**config.mk**
```make
export PLATFORM = sky130hd
export DESIGN_NAME = axi_lite_arbiter2_flat
export DESIGN_NICKNAME = d
export VERILOG_FILES = /design/src/rtl/axi_lite_arbiter2_if.sv /design/src/rtl/axi_lite_arbiter2.sv /design/src/flat_wrapper.sv
export SDC_FILE = /design/constraint.sdc
export NUM_CORES = 1
export LEC_CHECK = 0
export ABC_AREA = 1
export CORE_AREA = 3 3 171 173
export CTS_CLUSTER_DIAMETER = 150
export DETAILED_ROUTE_END_ITERATION = 12
export DIE_AREA = 0 0 174 176
export PLACE_DENSITY = 0.47
export SYNTH_ARGS = -nofsm -noshare
export SYNTH_HDL_FRONTEND = slang
export SYNTH_SLANG_ARGS = --single-unit
```
**constraint.sdc**
```tcl
create_clock -name clk -period 3.1 [get_ports clk]
set_clock_uncertainty 0.15 [all_clocks]
set_input_delay 0.31 -clock clk [delete_from_list [all_inputs] [get_ports clk]]
set_output_delay 0.31 -clock clk [all_outputs]
set_load 0.02 [all_outputs]
```
**src/rtl/axi_lite_arbiter2_if.sv**
```systemverilog
// AXI4-Lite channel bundle shared by the arbiter's upstream and downstream sides.
interface axi_lite_if;
  logic [31:0] araddr;
  logic        arvalid;
  logic        arready;
  logic [31:0] rdata;
  logic [1:0]  rresp;
  logic        rvalid;
  logic        rready;
  logic [31:0] awaddr;
  logic        awvalid;
  logic        awready;
  logic [31:0] wdata;
  logic [3:0]  wstrb;
  logic        wvalid;
  logic        wready;
  logic [1:0]  bresp;
  logic        bvalid;
  logic        bready;

  modport master (
    output araddr, arvalid, rready, awaddr, awvalid, wdata, wstrb, wvalid, bready,
    input  arready, rdata, rresp, rvalid, awready, wready, bresp, bvalid
  );

  modport slave (
    input  araddr, arvalid, rready, awaddr, awvalid, wdata, wstrb, wvalid, bready,
    output arready, rdata, rresp, rvalid, awready, wready, bresp, bvalid
  );
endinterface

```
**src/rtl/axi_lite_arbiter2.sv**
```systemverilog
// Two-master to one-slave AXI4-Lite arbiter, one outstanding transaction, round-robin.
// Define ARB_FIXED_PRIO_EN to make m1 always win ties (no prio register).
module axi_lite_arbiter2 #(
  parameter bit RR_INIT = 1'b0
) (
  input  logic      clk,
  input  logic      reset,
  axi_lite_if.slave  m0,
  axi_lite_if.slave  m1,
  axi_lite_if.master s
);

  typedef enum logic [2:0] {IDLE, RD_ADDR, RD_DATA, WR_REQ, WR_RESP} state_t;

  state_t state;
  logic   gnt;
  logic   is_wr;
  logic   aw_done;
  logic   w_done;

  logic [31:0] sel_araddr, sel_awaddr, sel_wdata;
  logic [3:0]  sel_wstrb;
  logic        sel_arvalid, sel_awvalid, sel_wvalid, sel_rready, sel_bready;

  assign sel_araddr  = gnt ? m1.araddr  : m0.araddr;
  assign sel_arvalid = gnt ? m1.arvalid : m0.arvalid;
  assign sel_rready  = gnt ? m1.rready  : m0.rready;
  assign sel_awaddr  = gnt ? m1.awaddr  : m0.awaddr;
  assign sel_awvalid = gnt ? m1.awvalid : m0.awvalid;
  assign sel_wdata   = gnt ? m1.wdata   : m0.wdata;
  assign sel_wstrb   = gnt ? m1.wstrb   : m0.wstrb;
  assign sel_wvalid  = gnt ? m1.wvalid  : m0.wvalid;
  assign sel_bready  = gnt ? m1.bready  : m0.bready;

  logic ar_hs, r_hs, aw_hs, w_hs, b_hs;
  assign ar_hs = (state == RD_ADDR) & sel_arvalid & s.arready;
  assign r_hs  = (state == RD_DATA) & s.rvalid & sel_rready;
  assign aw_hs = (state == WR_REQ) & sel_awvalid & ~aw_done & s.awready;
  assign w_hs  = (state == WR_REQ) & sel_wvalid & ~w_done & s.wready;
  assign b_hs  = (state == WR_RESP) & s.bvalid & sel_bready;

  logic req0, req1, tie_win, win, win_is_wr;
  assign req0 = m0.arvalid | m0.awvalid;
  assign req1 = m1.arvalid | m1.awvalid;

`ifdef ARB_FIXED_PRIO_EN
  assign tie_win = 1'b1;
`else
  logic prio;
  logic txn_done;
  assign tie_win  = prio;
  assign txn_done = is_wr ? b_hs : r_hs;

  always_ff @(posedge clk or negedge reset) begin
    if (!reset) prio <= RR_INIT;
    else if (txn_done) prio <= ~gnt;
  end
`endif

  // A write request from the winning master beats its own pending read.
  assign win       = (req0 & req1) ? tie_win : req1;
  assign win_is_wr = win ? m1.awvalid : m0.awvalid;

  always_ff @(posedge clk or negedge reset) begin
    if (!reset) begin
      state   <= IDLE;
      gnt     <= 1'b0;
      is_wr   <= 1'b0;
      aw_done <= 1'b0;
      w_done  <= 1'b0;
    end else begin
      case (state)
        IDLE: begin
          if (req0 | req1) begin
            gnt   <= win;
            is_wr <= win_is_wr;
            state <= win_is_wr ? WR_REQ : RD_ADDR;
          end
        end
        RD_ADDR: if (ar_hs) state <= RD_DATA;
        RD_DATA: if (r_hs) state <= IDLE;
        WR_REQ: begin
          if ((aw_done | aw_hs) & (w_done | w_hs)) begin
            state   <= WR_RESP;
            aw_done <= 1'b0;
            w_done  <= 1'b0;
          end else begin
            if (aw_hs) aw_done <= 1'b1;
            if (w_hs) w_done <= 1'b1;
          end
        end
        WR_RESP: if (b_hs) state <= IDLE;
        default: state <= IDLE;
      endcase
    end
  end

  logic        up_arready, up_rvalid, up_awready, up_wready, up_bvalid;
  logic [31:0] up_rdata;
  logic [1:0]  up_rresp, up_bresp;

  // Downstream and upstream-return paths are only opened for the active phase.
  always_comb begin
    s.araddr   = '0;
    s.arvalid  = 1'b0;
    s.rready   = 1'b0;
    s.awaddr   = '0;
    s.awvalid  = 1'b0;
    s.wdata    = '0;
    s.wstrb    = '0;
    s.wvalid   = 1'b0;
    s.bready   = 1'b0;
    up_arready = 1'b0;
    up_rvalid  = 1'b0;
    up_rdata   = '0;
    up_rresp   = '0;
    up_awready = 1'b0;
    up_wready  = 1'b0;
    up_bvalid  = 1'b0;
    up_bresp   = '0;
    case (state)
      RD_ADDR: begin
        s.araddr   = sel_araddr;
        s.arvalid  = sel_arvalid;
        up_arready = s.arready;
      end
      RD_DATA: begin
        s.rready  = sel_rready;
        up_rvalid = s.rvalid;
        up_rdata  = s.rdata;
        up_rresp  = s.rresp;
      end
      WR_REQ: begin
        s.awaddr   = sel_awaddr;
        s.awvalid  = sel_awvalid & ~aw_done;
        s.wdata    = sel_wdata;
        s.wstrb    = sel_wstrb;
        s.wvalid   = sel_wvalid & ~w_done;
        up_awready = s.awready & ~aw_done;
        up_wready  = s.wready & ~w_done;
      end
      WR_RESP: begin
        s.bready  = sel_bready;
        up_bvalid = s.bvalid;
        up_bresp  = s.bresp;
      end
      default: ;
    endcase
  end

  assign m0.arready = ~gnt & up_arready;
  assign m0.rvalid  = ~gnt & up_rvalid;
  assign m0.rdata   = gnt ? '0 : up_rdata;
  assign m0.rresp   = gnt ? '0 : up_rresp;
  assign m0.awready = ~gnt & up_awready;
  assign m0.wready  = ~gnt & up_wready;
  assign m0.bvalid  = ~gnt & up_bvalid;
  assign m0.bresp   = gnt ? '0 : up_bresp;

  assign m1.arready = gnt & up_arready;
  assign m1.rvalid  = gnt & up_rvalid;
  assign m1.rdata   = gnt ? up_rdata : '0;
  assign m1.rresp   = gnt ? up_rresp : '0;
  assign m1.awready = gnt & up_awready;
  assign m1.wready  = gnt & up_wready;
  assign m1.bvalid  = gnt & up_bvalid;
  assign m1.bresp   = gnt ? up_bresp : '0;

endmodule

```
**src/flat_wrapper.sv**
```systemverilog
// flat-port wrapper written by rule: the top's interface ports become plain ports
module axi_lite_arbiter2_flat 
#(
  parameter bit RR_INIT = 1'b0
)
  (clk, reset, m0_araddr, m0_arvalid, m0_rready, m0_awaddr, m0_awvalid, m0_wdata, m0_wstrb, m0_wvalid, m0_bready, m0_arready, m0_rdata, m0_rresp, m0_rvalid, m0_awready, m0_wready, m0_bresp, m0_bvalid, m1_araddr, m1_arvalid, m1_rready, m1_awaddr, m1_awvalid, m1_wdata, m1_wstrb, m1_wvalid, m1_bready, m1_arready, m1_rdata, m1_rresp, m1_rvalid, m1_awready, m1_wready, m1_bresp, m1_bvalid, s_araddr, s_arvalid, s_rready, s_awaddr, s_awvalid, s_wdata, s_wstrb, s_wvalid, s_bready, s_arready, s_rdata, s_rresp, s_rvalid, s_awready, s_wready, s_bresp, s_bvalid);
  axi_lite_if m0_i ();
  axi_lite_if m1_i ();
  axi_lite_if s_i ();
  input  logic clk;
  input  logic reset;
  input wire logic [$bits(m0_i.araddr)-1:0] m0_araddr;
  input wire logic [$bits(m0_i.arvalid)-1:0] m0_arvalid;
  input wire logic [$bits(m0_i.rready)-1:0] m0_rready;
  input wire logic [$bits(m0_i.awaddr)-1:0] m0_awaddr;
  input wire logic [$bits(m0_i.awvalid)-1:0] m0_awvalid;
  input wire logic [$bits(m0_i.wdata)-1:0] m0_wdata;
  input wire logic [$bits(m0_i.wstrb)-1:0] m0_wstrb;
  input wire logic [$bits(m0_i.wvalid)-1:0] m0_wvalid;
  input wire logic [$bits(m0_i.bready)-1:0] m0_bready;
  output wire logic [$bits(m0_i.arready)-1:0] m0_arready;
  output wire logic [$bits(m0_i.rdata)-1:0] m0_rdata;
  output wire logic [$bits(m0_i.rresp)-1:0] m0_rresp;
  output wire logic [$bits(m0_i.rvalid)-1:0] m0_rvalid;
  output wire logic [$bits(m0_i.awready)-1:0] m0_awready;
  output wire logic [$bits(m0_i.wready)-1:0] m0_wready;
  output wire logic [$bits(m0_i.bresp)-1:0] m0_bresp;
  output wire logic [$bits(m0_i.bvalid)-1:0] m0_bvalid;
  input wire logic [$bits(m1_i.araddr)-1:0] m1_araddr;
  input wire logic [$bits(m1_i.arvalid)-1:0] m1_arvalid;
  input wire logic [$bits(m1_i.rready)-1:0] m1_rready;
  input wire logic [$bits(m1_i.awaddr)-1:0] m1_awaddr;
  input wire logic [$bits(m1_i.awvalid)-1:0] m1_awvalid;
  input wire logic [$bits(m1_i.wdata)-1:0] m1_wdata;
  input wire logic [$bits(m1_i.wstrb)-1:0] m1_wstrb;
  input wire logic [$bits(m1_i.wvalid)-1:0] m1_wvalid;
  input wire logic [$bits(m1_i.bready)-1:0] m1_bready;
  output wire logic [$bits(m1_i.arready)-1:0] m1_arready;
  output wire logic [$bits(m1_i.rdata)-1:0] m1_rdata;
  output wire logic [$bits(m1_i.rresp)-1:0] m1_rresp;
  output wire logic [$bits(m1_i.rvalid)-1:0] m1_rvalid;
  output wire logic [$bits(m1_i.awready)-1:0] m1_awready;
  output wire logic [$bits(m1_i.wready)-1:0] m1_wready;
  output wire logic [$bits(m1_i.bresp)-1:0] m1_bresp;
  output wire logic [$bits(m1_i.bvalid)-1:0] m1_bvalid;
  output wire logic [$bits(s_i.araddr)-1:0] s_araddr;
  output wire logic [$bits(s_i.arvalid)-1:0] s_arvalid;
  output wire logic [$bits(s_i.rready)-1:0] s_rready;
  output wire logic [$bits(s_i.awaddr)-1:0] s_awaddr;
  output wire logic [$bits(s_i.awvalid)-1:0] s_awvalid;
  output wire logic [$bits(s_i.wdata)-1:0] s_wdata;
  output wire logic [$bits(s_i.wstrb)-1:0] s_wstrb;
  output wire logic [$bits(s_i.wvalid)-1:0] s_wvalid;
  output wire logic [$bits(s_i.bready)-1:0] s_bready;
  input wire logic [$bits(s_i.arready)-1:0] s_arready;
  input wire logic [$bits(s_i.rdata)-1:0] s_rdata;
  input wire logic [$bits(s_i.rresp)-1:0] s_rresp;
  input wire logic [$bits(s_i.rvalid)-1:0] s_rvalid;
  input wire logic [$bits(s_i.awready)-1:0] s_awready;
  input wire logic [$bits(s_i.wready)-1:0] s_wready;
  input wire logic [$bits(s_i.bresp)-1:0] s_bresp;
  input wire logic [$bits(s_i.bvalid)-1:0] s_bvalid;
  assign m0_i.araddr = m0_araddr;
  assign m0_i.arvalid = m0_arvalid;
  assign m0_i.rready = m0_rready;
  assign m0_i.awaddr = m0_awaddr;
  assign m0_i.awvalid = m0_awvalid;
  assign m0_i.wdata = m0_wdata;
  assign m0_i.wstrb = m0_wstrb;
  assign m0_i.wvalid = m0_wvalid;
  assign m0_i.bready = m0_bready;
  assign m0_arready = m0_i.arready;
  assign m0_rdata = m0_i.rdata;
  assign m0_rresp = m0_i.rresp;
  assign m0_rvalid = m0_i.rvalid;
  assign m0_awready = m0_i.awready;
  assign m0_wready = m0_i.wready;
  assign m0_bresp = m0_i.bresp;
  assign m0_bvalid = m0_i.bvalid;
  assign m1_i.araddr = m1_araddr;
  assign m1_i.arvalid = m1_arvalid;
  assign m1_i.rready = m1_rready;
  assign m1_i.awaddr = m1_awaddr;
  assign m1_i.awvalid = m1_awvalid;
  assign m1_i.wdata = m1_wdata;
  assign m1_i.wstrb = m1_wstrb;
  assign m1_i.wvalid = m1_wvalid;
  assign m1_i.bready = m1_bready;
  assign m1_arready = m1_i.arready;
  assign m1_rdata = m1_i.rdata;
  assign m1_rresp = m1_i.rresp;
  assign m1_rvalid = m1_i.rvalid;
  assign m1_awready = m1_i.awready;
  assign m1_wready = m1_i.wready;
  assign m1_bresp = m1_i.bresp;
  assign m1_bvalid = m1_i.bvalid;
  assign s_araddr = s_i.araddr;
  assign s_arvalid = s_i.arvalid;
  assign s_rready = s_i.rready;
  assign s_awaddr = s_i.awaddr;
  assign s_awvalid = s_i.awvalid;
  assign s_wdata = s_i.wdata;
  assign s_wstrb = s_i.wstrb;
  assign s_wvalid = s_i.wvalid;
  assign s_bready = s_i.bready;
  assign s_i.arready = s_arready;
  assign s_i.rdata = s_rdata;
  assign s_i.rresp = s_rresp;
  assign s_i.rvalid = s_rvalid;
  assign s_i.awready = s_awready;
  assign s_i.wready = s_wready;
  assign s_i.bresp = s_bresp;
  assign s_i.bvalid = s_bvalid;
  axi_lite_arbiter2 #(.RR_INIT(RR_INIT)) u_core (.clk(clk), .reset(reset), .m0(m0_i), .m1(m1_i), .s(s_i));
endmodule
```
Word-level counts from Yosys, hierarchy flattened:

Index checks and enable logic that the tools add are counted.

* latch bits: 0
* input port bits: 253
* output and inout port bits: 187
* memories kept: 0
* ROM bits: 0
* bits in writable memories: 0
* register bits after elaboration: 8
* logic and storage cells: 104

* bitwise logic cells: 36
* shift-type cells: 0
* $lt $le $gt $ge: 0
* multipliers: 0
* reductions and logical operators: 7
* equal/unequal tests: 9
* multiplexer cells: 46
* $add $sub $neg: 0
* div/mod/pow operators: 0

Operators with widths (count)
* 32-bit two-way mux: 9
* 1-bit bitwise AND: 28
* 1-bit two-way mux: 22
* 3-bit two-way mux: 5
* 3-bit one-hot mux with 5 select lines: 1
* 2-bit two-way mux: 7
* 4-bit two-way mux: 2
* 2-bit by 1-bit inequality test with 1-bit output, second input constant: 4
* 3-bit by 2-bit == test with 1-bit output, second input constant: 2
* 2-bit AND reduction: 3
* 1-bit bitwise OR: 5
* 5-bit AND reduction: 1
* 2-bit nonzero test: 2
* 3-bit by 1-bit == test with 1-bit output, second input constant: 1
* 3-bit == test, second input constant: 1
* 3-bit logical NOT: 1
* 1-bit inverter: 3
* 2-bit inequality test, second input constant: 1

Logic depth before layout (Yosys ltp):

* depth after elaboration: 8
* mapped depth: 10
* depth with buffers taken out: 9

Least setup slack after synthesis:

Ideal clock, no wire load.

* path kind: register to output
* from: register u_core.gnt
* to: output port m0_arready
* cell stages (with the launch flop): 6
* data required time: 2640 ps
* arrival: 1439 ps
* slack: 1201 ps
* path buffers: 4
* cells stage by stage: dfrtp_1 buf_2 buf_6 buf_2 buf_2 nor3_1

* cells in the longest elaborated chain, start to end: 2

Ends and longest elaborated chain
* from (decl): line axi_lite_arbiter2.sv:16 `logic gnt;`
* from (signal assigned): line axi_lite_arbiter2.sv:75 `gnt <= win;`
* 1-bit inverter: line axi_lite_arbiter2.sv:151 `assign m0.arready = ~gnt & up_arready;`
* 1-bit bitwise AND: line axi_lite_arbiter2.sv:151
* to (decl): line flat_wrapper.sv:21 `output wire logic [$bits(m0_i.arready)-1:0] m0_arready;`

No other way between the ends.

Worst setup path after layout:

* from: register u_core.state[0]
* to: output port m1_rdata[1]

* cells in the longest elaborated chain, start to end: 3

Ends and longest elaborated chain
* from (decl): line axi_lite_arbiter2.sv:15 `state_t state;`
* from (signal assigned): line axi_lite_arbiter2.sv:77 `state <= win_is_wr ? WR_REQ : RD_ADDR;`
* 3-bit by 2-bit == test with 1-bit output: line axi_lite_arbiter2.sv:121 `case (state)`
* 32-bit two-way mux: line axi_lite_arbiter2.sv:121
* 32-bit two-way mux: line axi_lite_arbiter2.sv:162 `assign m1.rdata = gnt ? up_rdata : '0;`
* to (decl): line flat_wrapper.sv:39 `output wire logic [$bits(m1_i.rdata)-1:0] m1_rdata;`

No other way between the ends.

==> impl_metrics.toml <==
[floorplan]
design.core.area_um2 = 27800
die_y_um = 176
io_pins = 440
die_width_um = 174
rows = 61
start_util_pct = 11.1
die_area_um2 = 30600

[route]
via_per_inst = 3.69
drtPass1Iterations = 4
vias = 5506
wl_met3_um = 1680
wl_met2_um = 10900
top_layer = "met5"
antenna_left = 0
drc_errors = 0
drt-met1-wl_um = 8170
drt_iter0_drc = 191
wl_um = 20900
routedWlPerCell_um = 14.0

[placed_design]
place_inst = 1488
hpwl_um = 17300
placed_area_um2 = 7910
dpl_worst_slack_ps = 602
port_buffers = 439
gp_congestion = 0.836

[synth]
yosysUniqueCellTypes = 20
avgSynthCellArea_um2 = 4.34
syn_nets = 961
synth.most_common_cell = "nand2_1"
ys_seq_area_share_pct = 6.51
synth_cells = 708
synthTopCellsByArea = "nand2_1 46%, nor3_1 13%, inv_1 12%, dfrtp_1 6.5%, a21oi_1 5.2%"
ys.flop_type = "dfrtp_1"
synth-seq-cells = 8
synth_common_cells = "376 x nand2_1, 96 x inv_1, 78 x nor3_1"
async_reset_ff_share_pct = 100
ys_warn_count = 0
synth_edf_count = 0
syn_area_um2 = 3080
synth_area_leader_cell = "nand2_1"
synth_top_area_share_pct = 45.9

[setup_path]
arrival_ps = 2290
slowest_delay_ps = 650
worst_setup_path_end_kind = "output pin"
cp-start-kind = "flop"
critPathRequiredTime_ps = 2640
crit_chain = "nor3_2 > inv_2 > buf_12 > nor3_1 > clkdlybuf4s50_1"
path_class = "flop to output pin"
critical_path_depth = 5
r2r_slack_ps = 1180
cpMaxStageDelayCell = "clkdlybuf4s50_1"
cp_top_family = "buffers and inverters"
rr_worst_depth = 10
path_buf_inv = 3
cp_max_fo = 40

[finish]
drive_gt1_share_pct = 5.21
layout.cells.non_filler = 1493
num-nets-final = 1368
seqCellArea_um2 = 204
postLayoutCoreUtil_pct = 28.7
fillerInstances = 3148
syn2layout_area_growth_pct = 160
multi_input_area_um2 = 2170
fin_area_um2 = 7990

[global_routing]
grt_pass1_wl_um = 30400
global_route.overflow_total = 0
track_usage_pct = 12.4
antenna_found_initial = 3
grt_pass1_vias = 5324
grt_max_degree = 76

[power_and_ir_drop]
peakVddDrop_mv = 0.352
p_leak_nw = 3.84
p_per_area_nw_per_um2 = 586
totalPowerFinal_mw = 4.68

[clock_tree]
clock-sinks = 8
cts-root-buf = "clkbuf_16"
clock_latency_ps = 230
post-cts-setup-buffers = 0
holdBufCountCts = 0
clkTransAtPathRegs_ps = 40
ctsHtreeMaxLevel = 1
numCtsBuffers = 3
post_cts_resized = 0
cts_buffer_depth = 2
cts_tree = "yes"

[sta]
slew_violations = 0
tightest_slew_ps = 668
rsz0062_at_grt = "false"
period_needed_ps = 2750
slew_headroom_pct = 55.4
hold_slack_ps = 219
fin_ws_ps = 354
max_freq_ghz = 0.364
hold_viol = 0
setup_violations = 0
finalCritPeriodShare_pct = 88.6
setup_tns_ps = 0

[outcome]
status = "finished clean"

[job]
maxCapViolCount = 0

[hold_path]
min_path_type = "primary input to asynchronous set/reset pin"
==> metal layers <==
layer	vias to the layer above	track usage (%)
li1	2899	-
met1	2343	13.7
met2	250	24.1
met3	10	3.55
met4	4	1.47
met5	-	0
==> kinds of logic (layout without fill, tap and decap cells) <==
logic type	Yosys count	in the layout	share of synthesized area, %
DFF	8	8	6.51
and+or+nand+nor	479	479	62.9
other	0	1	0
buffers and inverters	178	584	23.2
AOI/OAI and AO/OA	43	43	7.36
==> worst register-to-register path, delay by kind of cell (launching register included) <==
family	cells	cell delay, ps
AO/OA/AOI/OAI	1	100
buffers and inverters	2	550
flip-flops	1	510
AND/OR/NAND/NOR	7	530
==> placed cells by master, fill, tap and decap left out, types with 7 or more instances in the layout <==
cell type,n
dfrtp_1,7
clkdlybuf4s50_1,438
nand2_1,376
inv_2,31
a21oi_1,32
nor2_1,11
buf_4,7
nor3_1,78
buf_12,7
inv_1,96
==> sequential cells by signal (all words and copies together), names as in the netlist <==
register and cells:
u_core.w_done 1, u_core.is_wr 1, u_core.state 3, u_core.gnt 1, u_core.aw_done 1, u_core.prio 1
==> layout make-up <==
cell class              instances  area share (%)
repair buffers                452            57.3
multi-input cells             522            27.2
inverters                     128            6.05
well taps                     378            5.92
flip-flops and latches          8            2.55
clock buffers                   4           0.987
diodes                          1          0.0313
==> power by group <==
group,internal [mW],switching (mW),total [mW]
Combinational,1.75,2.50,4.24
Sequential,0.160,0.0584,0.218
Clock,0.171,0.0517,0.223
==> final timing paths <==
check	to	start
setup / recovery	m1_rdata[1]	u_core.state[0]$_DFFE_PN0P_
hold / removal	u_core.state[2]$_DFFE_PN0P_	reset
setup reg to reg	u_core.state[1]$_DFFE_PN0P_	u_core.gnt$_DFFE_PN0P_
hold reg to reg	u_core.prio$_DFFE_PN0P_	u_core.prio$_DFFE_PN0P_
max in group asynchronous	u_core.gnt$_DFFE_PN0P_	reset
min in group clk	u_core.prio$_DFFE_PN0P_	u_core.prio$_DFFE_PN0P_
Power figures use the tool's default switching activity.
==> edit, RTL diff (same flow settings) <==
Make the reset (`reset`) synchronous in 2 clocked blocks.
--- a/src/rtl/axi_lite_arbiter2.sv
+++ b/src/rtl/axi_lite_arbiter2.sv
@@ -51,7 +51,7 @@
   assign tie_win  = prio;
   assign txn_done = is_wr ? b_hs : r_hs;
 
-  always_ff @(posedge clk or negedge reset) begin
+  always_ff @(posedge clk) begin
     if (!reset) prio <= RR_INIT;
     else if (txn_done) prio <= ~gnt;
   end
@@ -61,7 +61,7 @@
   assign win       = (req0 & req1) ? tie_win : req1;
   assign win_is_wr = win ? m1.awvalid : m0.awvalid;
 
-  always_ff @(posedge clk or negedge reset) begin
+  always_ff @(posedge clk) begin
     if (!reset) begin
       state   <= IDLE;
       gnt     <= 1'b0;
Formal check against the unedited RTL: differs if reset is asserted again (counterexample within 4 cycles, from zero or initial values and one cycle with reset low); with reset held inactive, the same outputs for 10 cycles.
==> edit against the unedited design <==
Area after synthesis increased by 0.61%; setup slack better by 0.0061 ns; routed wire length increased by 3.7%; cell area fell by 0.19%; sequential cell count did not move; power down 26%; global-route usage rose by 0.60 points; first-iteration DRC count shrank 21%; combinational power decreased by 29%; largest power group unchanged; synthesized cell count rose by 1.1%.
==> edit: results (changes against the unedited design) <==
Status
  • Status: finished, final reports clean

STA
  • Slew @ Worst Pin: 0.715 ns (+0.0473 ns)

Placed design
  • DP Cell Count: 1,493 (+0.34%)
  • RD Place Congestion: 0.833 (-0.37%)
  • Place WS: 0.576 ns (-0.0264 ns)
  • Hpwl dp: 18,100 um (+4.7%)

Hold path
  • Hold Path Class: reg -> reg

Power and ir drop
  • P_leak: 3.84 nW (about the same)
  • Int Power: 1.61 mW (-22%)
  • Max VDD drop: 0.180 mV (-49%)

Worst setup path
  • Flop-to-flop setup slack: 1.03 ns (-0.15 ns)
  • Reg2Reg Capture Point: u_core.state[1]
  • Critical R2R Launch: u_core.gnt
  • Critical path fanouts, max: 53 (+33%)

Global route
  • Number of global-route vias before repair: 5,474 (+2.8%)
  • Initial antenna violation count: 4 (+1)
  • Total track usage: 13.0% (+0.60 points)
  • Global-route wire length before repair: 31,600 um (+4.0%)
  • Largest net degree at the start of global routing: 72 (-5.3%)

Route
  • Initial DRC Count: 150 (-21%)
  • Metal-1 WL: 7960 um (-2.6%)
  • Post-Route WL: 21,700 um (+3.7%)
  • DR top layer: met5
  • Via count: 5,564 (+1.1%)
  • DR WL met3: 1920 um (+14%)
  • Met2 WL: 11,400 um (+4.2%)

Logic synthesis
  • Cells after Synth: 716 (+1.1%)
  • Post-synth ARST share: 0% (-100 points)
  • Most used flip-flop cell after synthesis: dfxtp_1
  • Synth top area cells: nand2_1 (44%), inv_1 (16%), nor3_1 (13%)
  • Seq/Total Area, Yosys: 5.18% (-1.3 points)
  • Syn nets: 969 (+0.83%)
  • Post-synth top cells: nand2_1 (359), inv_1 (130), nor3_1 (78)

Final layout
  • Ratio of cells with drive above 1 in the final layout: 2.50% (-2.7 points)
  • Fillers: 3,177 (+0.92%)
  • # nets final: 1,373 (+0.37%)
## edit: cell types whose count changed in the layout (fill, tap and decap cells not counted), moves of 4 or more
cell	before	now
a21oi_1	32	38
buf_4	7	3
dfrtp_1	7	0
dfxtp_1	0	7
inv_1	96	130
inv_2	31	3
nand2_1	376	359
nand3_1	5	9
nor2_1	11	21
## edit: critical path: stages (launching register included)
cell	delay (ns)
dfxtp_4	0.59
buf_12	0.28
o21ai_0	0.25
nor3_1	0.18
clkdlybuf4s50_1	0.67
## edit: power by group through the flow
stage | Clock, mW | Sequential (mW) | Combinational, mW
floorplan | 0 | 0.170 | 1.61
global placement | 0 | 0.205 | 3.08
detailed placement | 0 | 0.207 | 3.07
CTS | 0.236 | 0.205 | 3.08
global route | 0.241 | 0.211 | 3.28
finish | 0.232 | 0.203 | 3.02
## edit: final cells by class
cell class                      count  area, um^2  share of cell area (%)
Inverter                          134         505                    6.34
Antenna cell                        1        2.50                  0.0314
Clock buffer                        4        78.8                   0.989
Multi-Input combinational cell    526        2220                    27.9
Tap cell                          378         473                    5.93
Sequential cell                     8         164                    2.06
Timing Repair Buffer              447        4530                    56.8
## edit: metal layers
layer	global-route usage (%)	vias up
met5	0	-
met4	2.68	6
met3	4.11	27
met2	25.4	270
met1	13.6	2330
li1	-	2931
## edit: worst max-delay path by stage
| stage | start | end | slack, ns |
|---|---|---|---|
| 2_1_floorplan | u_core.gnt | m0_rdata[10] | 1.27 |
| 3_3_place_gp | u_core.gnt | s_awvalid | 0.56 |
| 3_5_place_dp | u_core.gnt | s_awvalid | 0.58 |
| 4_1_cts | u_core.gnt | s_awvalid | 0.31 |
| 5_1_grt | u_core.state[1] | s_wstrb[0] | 0.21 |
| 6_report | u_core.gnt | s_awvalid | 0.36 |
## edit: metrics by stage
stage	area (um^2)	hold WS (ns)	utilization (%)
after floorplan	3090	0.280	-
after global placement	7890	0.337	28.4
after detailed placement	7890	0.342	28.4
after CTS	7970	0.349	28.7
after global routing	7970	0.411	28.7
final	7970	0.348	28.7
## edit: cell families (layout without fill, tap and decap cells)
kind of cell / after synthesis / in the layout / share of synthesized area, %
flops: 8 / 8 / 5.18
buf+inv: 182 / 585 / 23.0
compound gates: 48 / 48 / 8.09
other cells: 0 / 1 / 0
simple gates: 478 / 478 / 63.7
